==> config.mk <==
export PLATFORM = sky130hd
export DESIGN_NAME = sprite_line_scheduler
export DESIGN_NICKNAME = d
export VERILOG_FILES = /design/src/rtl/sprite_line_scheduler.sv
export SDC_FILE = /design/constraint.sdc
export NUM_CORES = 1
export LEC_CHECK = 0
export ABC_AREA = 1
export CAP_MARGIN = 30
export CELL_PAD_IN_SITES_DETAIL_PLACEMENT = 0
export CELL_PAD_IN_SITES_GLOBAL_PLACEMENT = 1
export CORE_MARGIN = 2
export CORE_UTILIZATION = 50
export DETAILED_ROUTE_END_ITERATION = 8
export PLACE_DENSITY = 0.85
export SLEW_MARGIN = 40
export SYNTH_ARGS = -nofsm -noshare
export SYNTH_HDL_FRONTEND = slang
export SYNTH_SLANG_ARGS = --single-unit
==> constraint.sdc <==
create_clock -name clk -period 6.1 [get_ports clk]
set_input_delay 1.22 -clock clk [delete_from_list [all_inputs] [get_ports clk]]
set_output_delay 1.22 -clock clk [all_outputs]
set_load 0.05 [all_outputs]
==> src/rtl/sprite_line_scheduler.sv <==
// Sprite line scheduler: on each line_start, walks the whole sprite attribute
// table one entry per cycle, keeps the first MAXS sprites (lowest number first)
// whose pattern rows cover target_y, then hands them to the line renderer one
// at a time over a valid/ready command channel.
//
// Ports:
//   clk, rst            clock, asynchronous active-low reset
//   line_start/target_y begin (or restart) evaluation of target_y
//   rd_idx, rd_x, rd_y  sprite attribute RAM address / same-cycle read data
//   cmd_valid/ready     command handshake to the renderer
//   cmd_spno/x/row      command payload: sprite number, x, pattern row
//   busy, done          activity flag, one-cycle end-of-line pulse
//   overflow, count     more than MAXS hits seen / number of sprites kept
module sprite_line_scheduler #(
  parameter int unsigned NB   = 7,
  parameter int unsigned SH   = 16,
  parameter int unsigned MAXS = 16
) (
  input  logic                      clk,
  input  logic                      rst,
  input  logic                      line_start,
  input  logic [7:0]                target_y,
  output logic [NB-1:0]             rd_idx,
  input  logic [7:0]                rd_x,
  input  logic [7:0]                rd_y,
  output logic                      cmd_valid,
  input  logic                      cmd_ready,
  output logic [NB-1:0]             cmd_spno,
  output logic [7:0]                cmd_x,
  output logic [3:0]                cmd_row,
  output logic                      busy,
  output logic                      done,
  output logic                      overflow,
  output logic [$clog2(MAXS+1)-1:0] count
);

  localparam int unsigned CW = $clog2(MAXS + 1);
  localparam int unsigned PW = (MAXS > 1) ? $clog2(MAXS) : 1;

  typedef enum logic [1:0] {S_IDLE, S_SCAN, S_ISSUE, S_DONE} state_e;

  state_e          state_q, state_d;
  logic [7:0]      target_q, target_d;
  logic [NB-1:0]   rd_idx_q, rd_idx_d;
  logic [CW-1:0]   count_q, count_d;
  logic            overflow_q, overflow_d;
  logic [PW-1:0]   ptr_q, ptr_d;
  logic            cmd_valid_q, cmd_valid_d;
  logic [NB-1:0]   cmd_spno_q, cmd_spno_d;
  logic [7:0]      cmd_x_q, cmd_x_d;
  logic [3:0]      cmd_row_q, cmd_row_d;
  logic            busy_q, busy_d;
  logic            done_q, done_d;

  // Collected sprite list; only entries below count_q are ever read.
  logic [NB-1:0]   list_spno_q [MAXS];
  logic [7:0]      list_x_q    [MAXS];
  logic [3:0]      list_row_q  [MAXS];

  logic [7:0]      row_c;
  logic            hit_c;
  logic            store_c;
  logic [PW-1:0]   nxt_ptr_c;

  // Row within the sprite pattern; wraps so sprites straddling y=255 work.
  assign row_c     = target_q - rd_y;
  assign hit_c     = (state_q == S_SCAN) && (row_c < 8'(SH));
  assign store_c   = hit_c && (count_q < CW'(MAXS));
  assign nxt_ptr_c = ptr_q + PW'(1);

  // List write: the entry is captured at the end of its scan cycle.
  always_ff @(posedge clk) begin
    if (store_c) begin
      list_spno_q[PW'(count_q)] <= rd_idx_q;
      list_x_q[PW'(count_q)]    <= rd_x;
      list_row_q[PW'(count_q)]  <= row_c[3:0];
    end
  end

  // Next-state and registered-output logic.
  always_comb begin
    state_d     = state_q;
    target_d    = target_q;
    rd_idx_d    = rd_idx_q;
    count_d     = count_q;
    overflow_d  = overflow_q;
    ptr_d       = ptr_q;
    cmd_valid_d = cmd_valid_q;
    cmd_spno_d  = cmd_spno_q;
    cmd_x_d     = cmd_x_q;
    cmd_row_d   = cmd_row_q;

    if (line_start) begin
      // Start or abort-and-restart; an aborted line never pulses done.
      state_d     = S_SCAN;
      target_d    = target_y;
      rd_idx_d    = '0;
      count_d     = '0;
      overflow_d  = 1'b0;
      ptr_d       = '0;
      cmd_valid_d = 1'b0;
    end else begin
      unique case (state_q)
        S_IDLE: ;
        S_SCAN: begin
          if (store_c) begin
            count_d = count_q + CW'(1);
          end else if (hit_c) begin
            overflow_d = 1'b1;
          end
          if (&rd_idx_q) begin
            if (count_d != '0) begin
              state_d     = S_ISSUE;
              cmd_valid_d = 1'b1;
              // Entry 0 may be the one being written this very cycle.
              if (store_c && (count_q == '0)) begin
                cmd_spno_d = rd_idx_q;
                cmd_x_d    = rd_x;
                cmd_row_d  = row_c[3:0];
              end else begin
                cmd_spno_d = list_spno_q[0];
                cmd_x_d    = list_x_q[0];
                cmd_row_d  = list_row_q[0];
              end
            end else begin
              state_d = S_DONE;
            end
          end else begin
            rd_idx_d = rd_idx_q + NB'(1);
          end
        end
        S_ISSUE: begin
          if (cmd_valid_q && cmd_ready) begin
            if (CW'(ptr_q) == (count_q - CW'(1))) begin
              state_d     = S_DONE;
              cmd_valid_d = 1'b0;
            end else begin
              ptr_d      = nxt_ptr_c;
              cmd_spno_d = list_spno_q[nxt_ptr_c];
              cmd_x_d    = list_x_q[nxt_ptr_c];
              cmd_row_d  = list_row_q[nxt_ptr_c];
            end
          end
        end
        S_DONE: state_d = S_IDLE;
        default: state_d = S_IDLE;
      endcase
    end

    busy_d = (state_d != S_IDLE);
    done_d = (state_d == S_DONE);
  end

  // State and output registers.
  always_ff @(posedge clk or negedge rst) begin
    if (!rst) begin
      state_q     <= S_IDLE;
      target_q    <= '0;
      rd_idx_q    <= '0;
      count_q     <= '0;
      overflow_q  <= 1'b0;
      ptr_q       <= '0;
      cmd_valid_q <= 1'b0;
      cmd_spno_q  <= '0;
      cmd_x_q     <= '0;
      cmd_row_q   <= '0;
      busy_q      <= 1'b0;
      done_q      <= 1'b0;
    end else begin
      state_q     <= state_d;
      target_q    <= target_d;
      rd_idx_q    <= rd_idx_d;
      count_q     <= count_d;
      overflow_q  <= overflow_d;
      ptr_q       <= ptr_d;
      cmd_valid_q <= cmd_valid_d;
      cmd_spno_q  <= cmd_spno_d;
      cmd_x_q     <= cmd_x_d;
      cmd_row_q   <= cmd_row_d;
      busy_q      <= busy_d;
      done_q      <= done_d;
    end
  end

  assign rd_idx    = rd_idx_q;
  assign cmd_valid = cmd_valid_q;
  assign cmd_spno  = cmd_spno_q;
  assign cmd_x     = cmd_x_q;
  assign cmd_row   = cmd_row_q;
  assign busy      = busy_q;
  assign done      = done_q;
  assign overflow  = overflow_q;
  assign count     = count_q;

endmodule

Yosys cells after proc, flatten, opt, wreduce, memory -nomap -nowiden
Memories as Yosys holds them, arrays and structs flattened.
Index checks and enable logic that the tools add are counted.
- register bits: 49
- memory bits (writable): 304
- input port bits: 28
- output and inout bits: 35
- memories kept: 3
- memories (memory ; depth ; width ; read ports ; clocked after Yosys merged registers in ; wr ports ; RTL line ; text):
    list_x_q ; 16 ; 8 ; 2 ; 0 ; 1 ; 57 ; logic [7:0] list_x_q [MAXS];
    list_spno_q ; 16 ; 7 ; 2 ; 0 ; 1 ; 56 ; logic [NB-1:0] list_spno_q [MAXS];
    list_row_q ; 16 ; 4 ; 2 ; 0 ; 1 ; 58 ; logic [3:0] list_row_q [MAXS];
- add/sub/neg operators: 5
- order comparisons: 2
- equal/unequal tests: 16
- muxes and demuxes: 48
- bitwise logic cells: 1
- reductions and logical operators: 19
- operators with widths (cell ; number):
    2-to-1 mux 7 bit ; 8
    2-to-1 mux 8 bit ; 5
    2-to-1 mux 4 bit ; 9
    2-to-1 mux 5 bit ; 5
    one-hot mux 8 bit (2 select lines) ; 1
    one-hot mux 7 bit (2 select lines) ; 1
    2-to-1 mux 1 bit ; 12
    nonzero test 2 bit ; 6
    != test 2 bit, second input constant ; 5
    < comparator 8 x 5 -> 1 bit, second input constant ; 1
    2-to-1 mux 2 bit ; 4
    one-hot mux 4 bit (2 select lines) ; 1
    subtractor 8 bit ; 1
    adder 7 x 1 -> 7 bit, second input constant ; 1
    AND reduction 7 bit ; 1
    equality test 2 bit, second input constant ; 3
    != test 3 x 2 -> 1 bit, second input constant ; 2
    != test 3 bit, second input constant ; 2
    one-hot mux 2 bit (3 select lines) ; 1
    AND reduction 3 bit ; 2
    AND reduction 6 bit ; 1
    adder 5 x 1 -> 5 bit, second input constant ; 1
    equality test 4 x 5 -> 1 bit ; 1
    zero test 5 bit ; 1
    other kinds (12) ; 16

Depth between registers and ports, before layout
- depth in word-level cells: 13
- gate-level depth with buffers: 23
- gate-level depth less buffers: 22

Least setup slack after synthesis
Ideal clock, no wire load.
- path type: input -> register
- start: in rd_y[0]
- end: mem list_row_q[12][0], enable pin
- setup time: 0.395 ns
- arrival: 3.477 ns
- path slack: 2.229 ns
- stages on the path: 14
- cell sequence: ha_1 -> inv_1 -> fa_1 -> nand2_2 -> nand2_2 -> nand3_1 -> nand2_1 -> nand2_1 -> nand2_1 -> nor2_2 -> nand4_2 -> inv_1 -> nand2_1 -> nor2_1
- word-level cells in the longest chain between the ends: 6
- ends and longest elaborated chain (item ; RTL line ; text):
    start, declared ; 25 ; input logic [7:0] rd_y,
    subtractor 8 bit ; 66 ; assign row_c = target_q - rd_y;
    < comparator 8 x 5 -> 1 bit ; 67 ; assign hit_c = (state_q == S_SCAN) && (row_c < 8'(SH));
    logical AND 1 bit ; 67 ;
    logical AND 1 bit ; 68 ; assign store_c = hit_c && (count_q < CW'(MAXS));
    2-to-1 mux 1 bit ; 73 ; if (store_c) begin
    2-to-1 mux 1 bit (not written as such) ; 76 ; list_row_q[PW'(count_q)] <= row_c[3:0];
    end, declared ; 58 ;
Every way passes these cells.

Worst setup path in the final report
- start: in rd_y[0]
- end: reg cmd_row_q[0] (netlist: cmd_row[0])
- word-level cells in the longest chain between the ends: 10
- ends and longest elaborated chain (item ; RTL line ; text):
    subtractor 8 bit (*) ; 66 ;
    < comparator 8 x 5 -> 1 bit ; 67 ;
    logical AND 1 bit ; 67 ;
    logical AND 1 bit ; 68 ;
    2-to-1 mux 5 bit ; 106 ; if (store_c) begin
    2-to-1 mux 5 bit ; 103 ; unique case (state_q)
    2-to-1 mux 5 bit ; 93 ; if (line_start) begin
    nonzero test 5 bit ; 112 ; if (count_d != '0) begin
    != test 2 x 1 -> 1 bit (no line) ; - ;
    AND reduction 6 bit (no line) ; - ;
    end signal, assigned ; 179 ; cmd_row_q <= cmd_row_d;
    end, declared ; 51 ; logic [3:0] cmd_row_q, cmd_row_d;
Every way passes the cells marked *; elsewhere a longest branch is shown, timed or not. The select of a mux whose other input is x is not followed.
A chain may end at the register's enable or synchronous reset.

==> impl_results.md <==
* Setup_tns at 0 ps
* Clk sinks at 353
* Complex-gate fraction of the synthesized area at 0.1088
* Area leader, netlist: edfxtp_1
* Worst hold path class: register to register
* Pwr/cell area at 352.3 nW/um^2
* CTS tree: done
* PostCTS Resize Cnt at 0
* Max Cap Violations at 0
* Clock Skew at 21.59 ps
* Routed len/inst at 20.81 um
* Share of layout cells above drive strength 1 at 0.1035
* Ys Warns at 0
* Antenna-violating nets left at 0
* Slew @ Worst Pin at 787.9 ps
* Post-CTS Setup Inserts at 0
* Adder-cell area share of the yosys netlist at 0.01604
* Leakage Power at 6.167 nW
* Status: finished clean
* DRT iter0 DRCs at 864
* Fill count at 2449
* Final period util at 0.6939
* Placeable Area at 30350 um^2
* CP required at 6500 ps
* Critical path startpoint: rd_y[0]
* Clock root buffer: clkbuf_16
* Dpl hpwl at 21520 um
* Via density per instance at 5.835
* Io pins at 63
* Most common cell after layout, fill and taps aside: edfxtp_1
* Nets at 1392
* CP max FO at 20
* Setup ws final at 1867 ps
* Max_slew headroom at 0.4742
* Critical Path AT at 4630 ps
* Final GP Congestion at 0.7895
* Die area at 31980 um^2
* Syn_nets at 1339
* Cell count after synthesis at 1292
* Worst setup EP type: register
* Worst setup path category: primary input to register
* Reg2reg start: target_q[0]
* Buffers on Ports at 62
* Drt drc at 0
* CP Launch Type: primary input
* Final Hold Violating Endpoints at 0
* FF+latch count, synth at 353
* VDD IR max at 184.4 uV
* Post-place setup slack at 1293 ps
* Layout overhead on the synthesized area at 14.28%
* DR vias at 10320
* Total GRT Usage at 0.2341
* Clock latency on the worst-skew pair at 530 ps
* Die W at 178.8 um
* Pins Over Slew Limit at 0
* Post-synthesis mux area share at 0.01310
* Row cnt at 64
* Drt pass-1 iters at 7
* Hold WS at 481.0 ps
* Initial Util at 0.5036
* Syn Std Cell Area at 15280 um^2
* Largest family of logic cells by synthesized area: simple AND/OR/NAND/NOR gates
* CTS H-tree depth at 2
* Reg clk slew, reported paths at 60 ps
* Avg Cell Area, Syn at 11.83 um^2
* Ranking of synthesized cells by area: edfxtp_1 60%, dfrtp_1 8.0%, nor2_1 5.8%, nand2_1 4.2%, o21ai_0 4.0%
* Post-synth top area share at 0.5972
* Max Root-Sink Buffers at 3
* Final setup viols at 0
* Cell variety after synth at 40
* Register area share after synthesis at 0.6775
* Simple-gate portion of the synthesized area at 0.1363
* Synth Area in XOR/XNOR at 0.008022
* Antenna cell count at 0
* Most frequent cells in the layout: 304 x edfxtp_1, 224 x nor2_1, 169 x nand2_1
* Drt total wl at 36790 um
* Grt ovf at 0
* Total power draw at 6.154 mW
* Period minus WS final at 4233 ps
* Largest net degree at the start of global routing at 85
* Unrepaired setup endpoints after global routing: false
* Vias in the first global route at 9926
* Die span in y at 178.8 um
* Total CTS buffers at 38
* FMAX at 236.3 MHz
* Initial antenna violation count at 0
* Hold Buf Count CTS at 0
* First-pass GRT wire length at 56250 um
* Worst Hold Launch: target_q[2]
synth_stat cells:
cell / count
nand3_2: 13
buf_6: 2
buf_4: 2
nand2_4: 3
clkinv_1: 1
nand3_4: 1
xnor2_1: 4
inv_2: 1
o211ai_1: 37
clkbuf_1: 58
nor4_1: 1
nand2_2: 18
fa_1: 1
nor2_4: 3
a21oi_1: 12
nand3b_1: 2
buf_12: 2
edfxtp_1: 304
o211a_1: 1
xor2_1: 10
o22ai_1: 4
inv_1: 66
a31oi_1: 1
nand4_1: 2
o221ai_1: 20
a21boi_0: 1
nand2_1: 169
buf_2: 10
nor3_1: 5
o21ai_0: 122
or2_2: 1
nor2_2: 4
nand4_2: 1
buf_1: 4
ha_1: 18
dfrtp_1: 49
mux2i_1: 20
o32ai_1: 56
nand3_1: 25
nor2_1: 238
flip-flops by register name (all words and copies together), names as in the netlist:
| register | flops |
|---|---|
| list_x_q | 128 |
| list_spno_q | 112 |
| list_row_q | 64 |
| cmd_x | 8 |
| target_q | 8 |
| cmd_spno | 7 |
| rd_idx | 7 |
| count | 5 |
| cmd_row | 4 |
| ptr_q | 4 |
| state_q | 2 |
| busy | 1 |
| cmd_valid | 1 |
| done | 1 |
| overflow | 1 |
where the power goes:
part / total [mW] / switching [mW] / internal, mW / leakage (nW)
clock network: 2.12 / 0.896 / 1.22 / 0.557
logic: 1.14 / 0.793 / 0.347 / 2.22
registers: 2.89 / 0.116 / 2.78 / 3.39
total: 6.15 / 1.81 / 4.35 / 6.17
worst max-delay path, cell delays in order:
cell             delay, ps
clkdlybuf4s50_1        460
ha_1                   140
inv_1                   70
fa_1                   420
nand2_2                 90
nand2_2                 70
nand3_1                110
nand2_1                 60
nand2_1                 90
nand3_2                100
nor2_4                 210
nand3_4                130
nor2_4                 100
buf_4                  360
nor2_2                  80
nand3_2                120
nand2_4                 70
nand2_4                280
nand2_4                240
nand2_1                120
nand2_1                 60
stage by stage:
stage          cell area (um^2)  utilization  instances
2_1_floorplan             15280            -       1292
3_3_place_gp              16310       0.5375       1700
3_5_place_dp              16310       0.5375       1700
4_1_cts                   17450       0.5749       1767
5_1_grt                   17470       0.5755       1768
6_report                  17470       0.5755       1768
layer usage:
layer	vias to the layer above	wire length (um)	GRT usage
li1	4743	-	-
met3	71	2328	0.03584
met2	396	17760	0.3901
met5	-	0	0
met4	0	989	0.07724
met1	5107	15710	0.3160
cell families after synthesis:
logic type / count (synthesis)
AND/OR/NAND/NOR: 486
buffers and inverters: 146
adder cells (fa/ha/maj): 19
AO/OA/AOI/OAI: 254
XOR/XNOR: 14
multiplexers: 20
flip-flops: 353
worst paths after layout:
check | cells after the start | slack [ps] | end
worst max-delay path | 21 | 1870 | cmd_row[0]
worst min-delay path | 2 | 480 | target_q[2]
worst max register to register | 21 | 2600 | cmd_row[0]
worst min register to register | 2 | 480 | target_q[2]
max in group asynchronous | 2 | 4740 | ptr_q[0]
min in group asynchronous | 2 | 830 | target_q[6]
layout make-up:
| type | count | area, um^2 | share of cell area |
|---|---|---|---|
| Multi-Input combinational cell | 793 | 4374 | 0.2504 |
| Timing Repair Buffer | 91 | 844.6 | 0.04835 |
| Inverter | 68 | 257.7 | 0.01476 |
| Sequential cell | 353 | 10360 | 0.5931 |
| Tap cell | 396 | 495.5 | 0.02837 |
| Clock inverter | 23 | 162.7 | 0.009312 |
| Clock buffer | 44 | 973.4 | 0.05573 |
No activity file was read; power rests on OpenSTA's default activity.
